`src/rtl/mealy_code_lock_pkg.sv`:
```
// Shared definitions for the button-sequence code lock: FSM state encoding,
// press-classification codes and the code-entry width helper.
package mealy_code_lock_pkg;

  typedef enum logic [0:0] {
    ST_ARMED   = 1'b0,
    ST_LOCKOUT = 1'b1
  } state_e;

  // Classification of the button vector seen in one cycle
  localparam logic [1:0] PR_IDLE  = 2'd0;
  localparam logic [1:0] PR_VALID = 2'd1;
  localparam logic [1:0] PR_MULTI = 2'd2;

  // Width of one code entry; never narrower than one bit
  function automatic int unsigned btn_w(input int unsigned n);
    return (n <= 2) ? 1 : $clog2(n);
  endfunction

endpackage

```
`src/rtl/mealy_code_lock_lock_timer.sv`:
```
// Down-counter used to time the lockout. Load sets CYC-1; it then counts down
// while enabled and sticks at zero, which is reported as expired.
module lock_timer #(
  parameter int unsigned CYC = 16
) (
  input  logic clk_i,
  input  logic reset_i,
  input  logic load_i,
  input  logic en_i,
  output logic expired_o
);

  localparam int unsigned CW = (CYC <= 2) ? 1 : $clog2(CYC);
  localparam logic [CW-1:0] LoadVal = CW'(CYC - 1);

  logic [CW-1:0] cnt_q, cnt_d;

  // Next count: load has priority, decrement stops at zero
  always_comb begin
    cnt_d = cnt_q;
    if (load_i) begin
      cnt_d = LoadVal;
    end else if (en_i && (cnt_q != '0)) begin
      cnt_d = cnt_q - 1'b1;
    end
  end

  // Count register with synchronous reset
  always_ff @(posedge clk_i) begin
    if (reset_i) begin
      cnt_q <= '0;
    end else begin
      cnt_q <= cnt_d;
    end
  end

  assign expired_o = (cnt_q == '0);

endmodule

```
`src/rtl/mealy_code_lock.sv`:
```
// Mealy button-sequence lock. Counts correct presses against CODE, strobes z
// combinationally on the final correct press, counts consecutive failures and
// enters a timed lockout after MAX_FAIL of them.
module mealy_code_lock
  import mealy_code_lock_pkg::*;
#(
  parameter int unsigned NUM_BTN     = 2,
  parameter int unsigned CODE_LEN    = 4,
  parameter logic [CODE_LEN*btn_w(NUM_BTN)-1:0] CODE = 4'b1000,
  parameter int unsigned MAX_FAIL    = 3,
  parameter int unsigned LOCKOUT_CYC = 16
) (
  input  logic                            clk,
  input  logic                            reset,
  input  logic [NUM_BTN-1:0]              btn,
  output logic                            z,
  output logic                            locked,
  output logic [$clog2(CODE_LEN)-1:0]     progress,
  output logic [$clog2(MAX_FAIL+1)-1:0]   fail_count
);

  localparam int unsigned BTN_W = btn_w(NUM_BTN);
  localparam int unsigned PW    = $clog2(CODE_LEN);
  localparam int unsigned FW    = $clog2(MAX_FAIL + 1);
  localparam logic [PW-1:0] LastIdx = PW'(CODE_LEN - 1);
  localparam logic [FW-1:0] FailMax = FW'(MAX_FAIL);

  function automatic logic [BTN_W-1:0] code_entry(input logic [PW-1:0] idx);
    return CODE[idx*BTN_W +: BTN_W];
  endfunction

  function automatic logic [1:0] press_class(input logic [NUM_BTN-1:0] b);
    int unsigned n;
    n = 0;
    for (int i = 0; i < int'(NUM_BTN); i++) begin
      n = n + 32'(b[i]);
    end
    if (n == 0) return PR_IDLE;
    if (n == 1) return PR_VALID;
    return PR_MULTI;
  endfunction

  // Index of the highest set bit; only meaningful for a valid single press
  function automatic logic [BTN_W-1:0] press_idx(input logic [NUM_BTN-1:0] b);
    logic [BTN_W-1:0] idx;
    idx = '0;
    for (int i = 0; i < int'(NUM_BTN); i++) begin
      if (b[i]) idx = BTN_W'(i);
    end
    return idx;
  endfunction

  state_e        state_q, state_d;
  logic [PW-1:0] progress_q, progress_d;
  logic [FW-1:0] fail_q, fail_d;
  logic [1:0]    cls;
  logic [BTN_W-1:0] idx;
  logic          hit, first_hit, failed;
  logic          timer_load, timer_en, timer_expired;

  lock_timer #(
    .CYC(LOCKOUT_CYC)
  ) u_lock_timer (
    .clk_i    (clk),
    .reset_i  (reset),
    .load_i   (timer_load),
    .en_i     (timer_en),
    .expired_o(timer_expired)
  );

  // Next-state, counters and the Mealy unlock strobe
  always_comb begin
    state_d    = state_q;
    progress_d = progress_q;
    fail_d     = fail_q;
    z          = 1'b0;
    timer_load = 1'b0;
    timer_en   = 1'b0;
    failed     = 1'b0;
    cls        = press_class(btn);
    idx        = press_idx(btn);
    hit        = (cls == PR_VALID) && (idx == code_entry(progress_q));
    first_hit  = (cls == PR_VALID) && (idx == code_entry('0));

    unique case (state_q)
      ST_ARMED: begin
        unique case (cls)
          PR_IDLE:  ;
          PR_VALID: failed = !hit;
          PR_MULTI: failed = 1'b1;
          default:  failed = 1'b1;
        endcase
        if (hit) begin
          if (progress_q == LastIdx) begin
            // Final correct press wins over any pending failure count
            z          = 1'b1;
            progress_d = '0;
            fail_d     = '0;
          end else begin
            progress_d = progress_q + 1'b1;
          end
        end else if (failed) begin
          // A wrong press may itself be a correct first entry
          progress_d = first_hit ? PW'(1) : '0;
          if (fail_q != FailMax) fail_d = fail_q + 1'b1;
          if ((fail_q + 1'b1) == FailMax) begin
            state_d    = ST_LOCKOUT;
            timer_load = 1'b1;
            progress_d = '0;
          end
        end
      end
      ST_LOCKOUT: begin
        timer_en = 1'b1;
        if (timer_expired) begin
          state_d    = ST_ARMED;
          fail_d     = '0;
          progress_d = '0;
        end
      end
      default: state_d = ST_ARMED;
    endcase

    if (reset) z = 1'b0;
  end

  // State and counter registers with synchronous reset
  always_ff @(posedge clk) begin
    if (reset) begin
      state_q    <= ST_ARMED;
      progress_q <= '0;
      fail_q     <= '0;
    end else begin
      state_q    <= state_d;
      progress_q <= progress_d;
      fail_q     <= fail_d;
    end
  end

  assign locked     = (state_q == ST_LOCKOUT);
  assign progress   = progress_q;
  assign fail_count = fail_q;

endmodule

```
`config.mk`:
```
export PLATFORM = sky130hd
export DESIGN_NAME = mealy_code_lock
export DESIGN_NICKNAME = d
export VERILOG_FILES = /design/src/rtl/mealy_code_lock_pkg.sv /design/src/rtl/mealy_code_lock_lock_timer.sv /design/src/rtl/mealy_code_lock.sv
export SDC_FILE = /design/constraint.sdc
export NUM_CORES = 1
export LEC_CHECK = 0
export ABC_AREA = 1
export BUFFER_PORTS_ARGS = -buffer_cell sky130_fd_sc_hd__buf_2
export CAP_MARGIN = 20
export CORE_UTILIZATION = 31
export CTS_CLUSTER_DIAMETER = 40
export CTS_CLUSTER_SIZE = 14
export DETAILED_ROUTE_END_ITERATION = 6
export PLACE_DENSITY_LB_ADDON = 0.05
export SETUP_SLACK_MARGIN = 0.5
export SKIP_LAST_GASP = 1
export SLEW_MARGIN = 20
export SYNTH_ARGS = -nofsm -noshare
export SYNTH_HDL_FRONTEND = slang
export SYNTH_HIERARCHICAL = 1
export SYNTH_SLANG_ARGS = --single-unit
```
`constraint.sdc`:
```
create_clock -name clk -period 3.5 [get_ports clk]
set_input_delay 0.175 -clock clk [delete_from_list [all_inputs] [get_ports clk]]
set_output_delay 0.175 -clock clk [all_outputs]
set_load 0.02 [all_outputs]
```
Word-level counts from Yosys, hierarchy flattened
Cells that the tools add are included.

storage, ports and cells
  register bits = 9
  input bits = 4
  output and inout port bits = 6
  word-level logic and storage cells = 67

operators by class
  add/subtract/negate cells = 4
  equality and inequality tests = 10
  shifts and indexed selects = 1
  muxes and demuxes = 35
  bitwise gates (word level) = 2
  reductions and logical operators = 11

operators by type and width
  cell                                                                         count
  32-bit logical NOT                                                           1
  2-bit 2-to-1 mux                                                             12
  1-bit 2-to-1 mux                                                             17
  3-bit != test, second input constant                                         3
  4-bit 2-to-1 mux                                                             2
  2-bit one-hot mux with 2 select lines                                        2
  2-bit by 1-bit adder with 2-bit output, second input constant                2
  2-bit by 1-bit == test with 1-bit output, second input constant              2
  2-bit == test, second input constant                                         2
  4-bit logical NOT                                                            1
  1-bit one-hot mux with 2 select lines                                        2
  4-bit AND reduction                                                          1
  4-bit nonzero test                                                           1
  4-bit by 3-bit variable part select with 1-bit output, first input constant  1
  4-bit by 1-bit subtractor with 4-bit output, second input constant           1
  1-bit logical AND                                                            3
  1-bit by 1-bit adder with 2-bit output                                       1
  2-bit logical NOT                                                            1
  2-bit by 1-bit != test with 1-bit output, second input constant              1
  2-bit != test, second input constant                                         1
  1-bit inverter                                                               2
  2-bit AND reduction                                                          1
  2-bit nonzero test                                                           1
  1-bit == test                                                                1
  1-bit logical NOT                                                            1

Logic depth before layout (Yosys ltp)
  depth after elaboration = 15
  gate-level depth with buffers = 12
  gate-level depth less buffers = 12

By module
Netlist, hierarchy kept.

modules (own cells, without submodules)
  module           instances  cells an instance  area an instance (um2)  seq. area each (um2)
  mealy_code_lock  1          56                 375.4                   100.1
  lock_timer       1          36                 260.2                   80.1

Worst setup path before layout
OpenSTA, ideal clock, no wires.

  kind = reg-to-output
  start point = register progress_q[0] (netlist: progress[0])
  end point = output z
  arrival time = 1.565 ns
  required time = 3.325 ns
  slack = 1.760 ns
  stages on the path, launching flop included = 6
  buffers on the path = 0
  cells stage by stage = dfxtp_1 ha_1 inv_2 nand2_2 nand3_2 nor4_1

between the ends
  word-level cells in the longest chain between the ends = 6
  elaborated cells on any way between the ends = 8
  classes of those cells = eq/ne: 2; shift: 1; mux: 4; reduce/logical: 1

ends and longest elaborated chain
  item                                                   RTL line                RTL
  from (decl)                                            mealy_code_lock.sv:54   logic [PW-1:0] progress_q, progress_d;
  from (signal assigned)                                 mealy_code_lock.sv:135  progress_q <= progress_d;
  4-bit by 3-bit variable part select with 1-bit output  mealy_code_lock.sv:29   return CODE[idx*BTN_W +: BTN_W];
  1-bit == test                                          mealy_code_lock.sv:82   hit = (cls == PR_VALID) && (idx == code_entry(progress_q));
  1-bit logical AND                                      mealy_code_lock.sv:82
  1-bit 2-to-1 mux (*)                                   mealy_code_lock.sv:93   if (hit) begin
  1-bit 2-to-1 mux (*)                                   mealy_code_lock.sv:85   unique case (state_q)
  1-bit 2-to-1 mux (*)                                   mealy_code_lock.sv:124  if (reset) z = 1'b0;
  to (decl)                                              mealy_code_lock.sv:16   output logic z,

Every way passes the cells marked *; elsewhere a longest branch is shown, timed or not.

Worst setup path in the final report
Same ends and word-level chain as after synthesis.

==> impl_metrics.json <==
{
  "endpoint_kind": "output port",
  "yosysWarnings": 6,
  "grt_max_degree": 9,
  "critPathArrivalTime_ps": 1520,
  "setup_tns_ps": 0,
  "drive_gt1_share_pct": 26.7,
  "fill_cells": 230,
  "drv_slew": 0,
  "status": "finished clean",
  "vias_per_cell": 4.44,
  "insertion_delay_ps": 260,
  "antenna_cells": 0,
  "antenna_found_initial": 0,
  "setup.worst_path.start_class": "flop",
  "fin_crit_sh_pct": 48.3,
  "cpPeakStageDelay_ps": 380,
  "cts_resized": 0,
  "fmax_mhz": 591,
  "cts-root-buf": "clkbuf_4",
  "cts.sinks": 9,
  "grt_pass1_wl_um": 2120,
  "setup_violations": 0,
  "syn_avg_cell_area_sq_um": 6.91,
  "dieHeight_um": 47.3,
  "synthAdderAreaFrac_pct": 9.84,
  "placed_cell_area_sq_um": 714,
  "rsz0062_at_grt": "no",
  "synth-simple-area-share_pct": 41.3,
  "synthMuxAreaShare_pct": 0,
  "postCtsSetupBuffers": 0,
  "syn_nets": 101,
  "syn_inst": 92,
  "p_sw_share_pct": 35.6,
  "cap_violations": 0,
  "synth_top_family_by_area": "simple AND/OR/NAND/NOR gates",
  "slew-limit-headroom_pct": 77.0,
  "die_w_um": 47.3,
  "io_pins": 10,
  "crit_chain": "ha_1 > inv_2 > nand2_2 > nand3_2 > nor4_1 > buf_2",
  "portBuffers": 9,
  "register_area_sq_um": 180,
  "vias": 586,
  "power.switching_uw": 106,
  "cp_max_fo": 5,
  "timing.hold.ws_ps": 181,
  "syn_to_final_growth_pct": 16.5,
  "clkPwrFrac_pct": 28.0,
  "yosysSeqAreaShare_pct": 28.3,
  "dpl.hpwl_um": 991,
  "num_rows": 16,
  "drtPass1Iterations": 4,
  "hold_buffers": 0,
  "p_leak_uw": 0.000380,
  "multi_input_area_sq_um": 379,
  "track_usage_pct": 13.6,
  "timing_worst_setup_path_type": "reg2out",
  "clk_path_buf_depth": 2,
  "synthXorXnorAreaFrac_pct": 0,
  "min_period_ps": 1690,
  "combPwrFrac_pct": 31.2,
  "synth_compound_area_share_pct": 8.46,
  "synth.cell_area_sq_um": 636,
  "worst_path_max_delay_cell": "dfxtp_1",
  "cts_buffers": 3,
  "powerDensity_nw_per_um2": 404,
  "core-area_sq_um": 1940,
  "tritoncts": "yes",
  "ys_types": 22,
  "grt_pass1_vias": 531,
  "wl_per_cell_um": 9.21,
  "initial_core_util_pct": 32.7,
  "synth_seq_cells": 9,
  "fin_skew_ps": 1.75,
  "fin_area_sq_um": 741,
  "intPower_uw": 193,
  "drt_iter0_markers": 10,
  "dieArea_sq_um": 2240,
  "htree_levels": 1,
  "worst_pin_slew_ps": 345,
  "cp.required_ps": 3320,
  "grt_overflow": 0,
  "place_congestion": 0.794,
  "vdd_ir_drop_max_mv": 0.183,
  "pwr-share-seq_pct": 40.8,
  "drc_errors": 0,
  "clk_pin_slew_ps": 70,
  "holdCritPathClass": "in2reg",
  "hold_violations": 0,
  "totalWireLength_um": 1220,
  "ant_nets": 0,
  "layout.nets": 115
}
sequential cells by signal (all words and copies together) (netlist names):
name,flops
u_lock_timer/cnt_q,4
fail_count,2
progress,2
locked,1
cell families after synthesis:
kind of cell,Yosys count
buf+inv,19
compound gates,10
fa+ha+maj,5
flops,9
simple gates,49
power groups by stage:
stage               clock network [uW]  registers [uW]  logic [uW]
floorplan                            0             130        67.7
global placement                     0             125        96.3
detailed placement                   0             125        95.0
CTS                               86.8             122        95.5
global route                      90.0             124         109
finish                            83.8             122        93.3
routing by layer:
layer  track usage [%]  vias up  wire, um
li1                  -      319         -
met5                 0        -         0
met4              6.86        0         9
met1              16.1      256       553
met3              2.31        2        39
met2              23.3        9       614
per-stage QoR:
step / util, % / total power (uW) / setup WS (ps) / std cells
3_3_place_gp: 36.8 / 221 / 1940 / 128
3_5_place_dp: 36.8 / 220 / 1910 / 128
5_1_grt: 38.1 / 322 / 1710 / 132
6_report: 38.1 / 299 / 1810 / 132
2_1_floorplan: - / 198 / 1760 / 92
4_1_cts: 38.1 / 305 / 1810 / 132
layout make-up:
class,count,share of cell area [%]
tap,27,4.56
multi-input combinational,64,51.2
inverter,19,10.3
timing repair buffer,9,6.08
clock buffer,4,3.55
sequential,9,24.3
cells in the mapped netlist, drive strengths merged:
library cell / n / area (sq um)
nor3: 1 / 5.00
inv: 19 / 76.3
nor2: 10 / 42.5
or2: 2 / 12.5
nand2: 23 / 111
a21oi: 5 / 28.8
nor4: 1 / 6.26
nand3: 10 / 72.6
o21ai: 5 / 25.0
nand4: 2 / 12.5
dfxtp: 9 / 180
ha: 5 / 62.6
cell usage in the layout, fill, tap and decap left out:
cell type  netlist  final
nor2_2           2      2
nor3_1           1      1
buf_2            0      9
o21ai_0          1      1
o21ai_1          4      4
dfxtp_1          9      9
nor2_1           8      8
a21oi_1          4      4
nand3_2          2      2
a21oi_2          1      1
nor4_1           1      1
nand2_2          1      1
nand4_1          2      2
inv_1           13     13
or2_1            1      1
nand2_1         19     19
clkbuf_4         0      3
or2_0            1      1
clkbuf_1         0      1
ha_1             5      5
nand3_4          1      1
nand2_4          3      3
inv_6            1      1
nand3_1          7      7
inv_2            5      5
worst max-delay path, delay by kind of cell, from the launching register on:
kind / cells / cell delay [ps]
fa+ha+maj: 1 / 240
buf+inv: 2 / 270
flops: 1 / 380
simple gates: 3 / 370
final timing paths:
kind / end / start / slack [ps] / cells past startpoint
max: z / progress[0]$_SDFFE_PP0P_ / 1810 / 6
min: u_lock_timer/cnt_q[0]$_SDFFE_PP0P_ / reset / 180 / 2
max reg2reg: u_lock_timer/cnt_q[0]$_SDFFE_PP0P_ / progress[0]$_SDFFE_PP0P_ / 1910 / 12
min reg2reg: u_lock_timer/cnt_q[0]$_SDFFE_PP0P_ / u_lock_timer/cnt_q[0]$_SDFFE_PP0P_ / 480 / 2
Power figures use the tool's default switching activity.
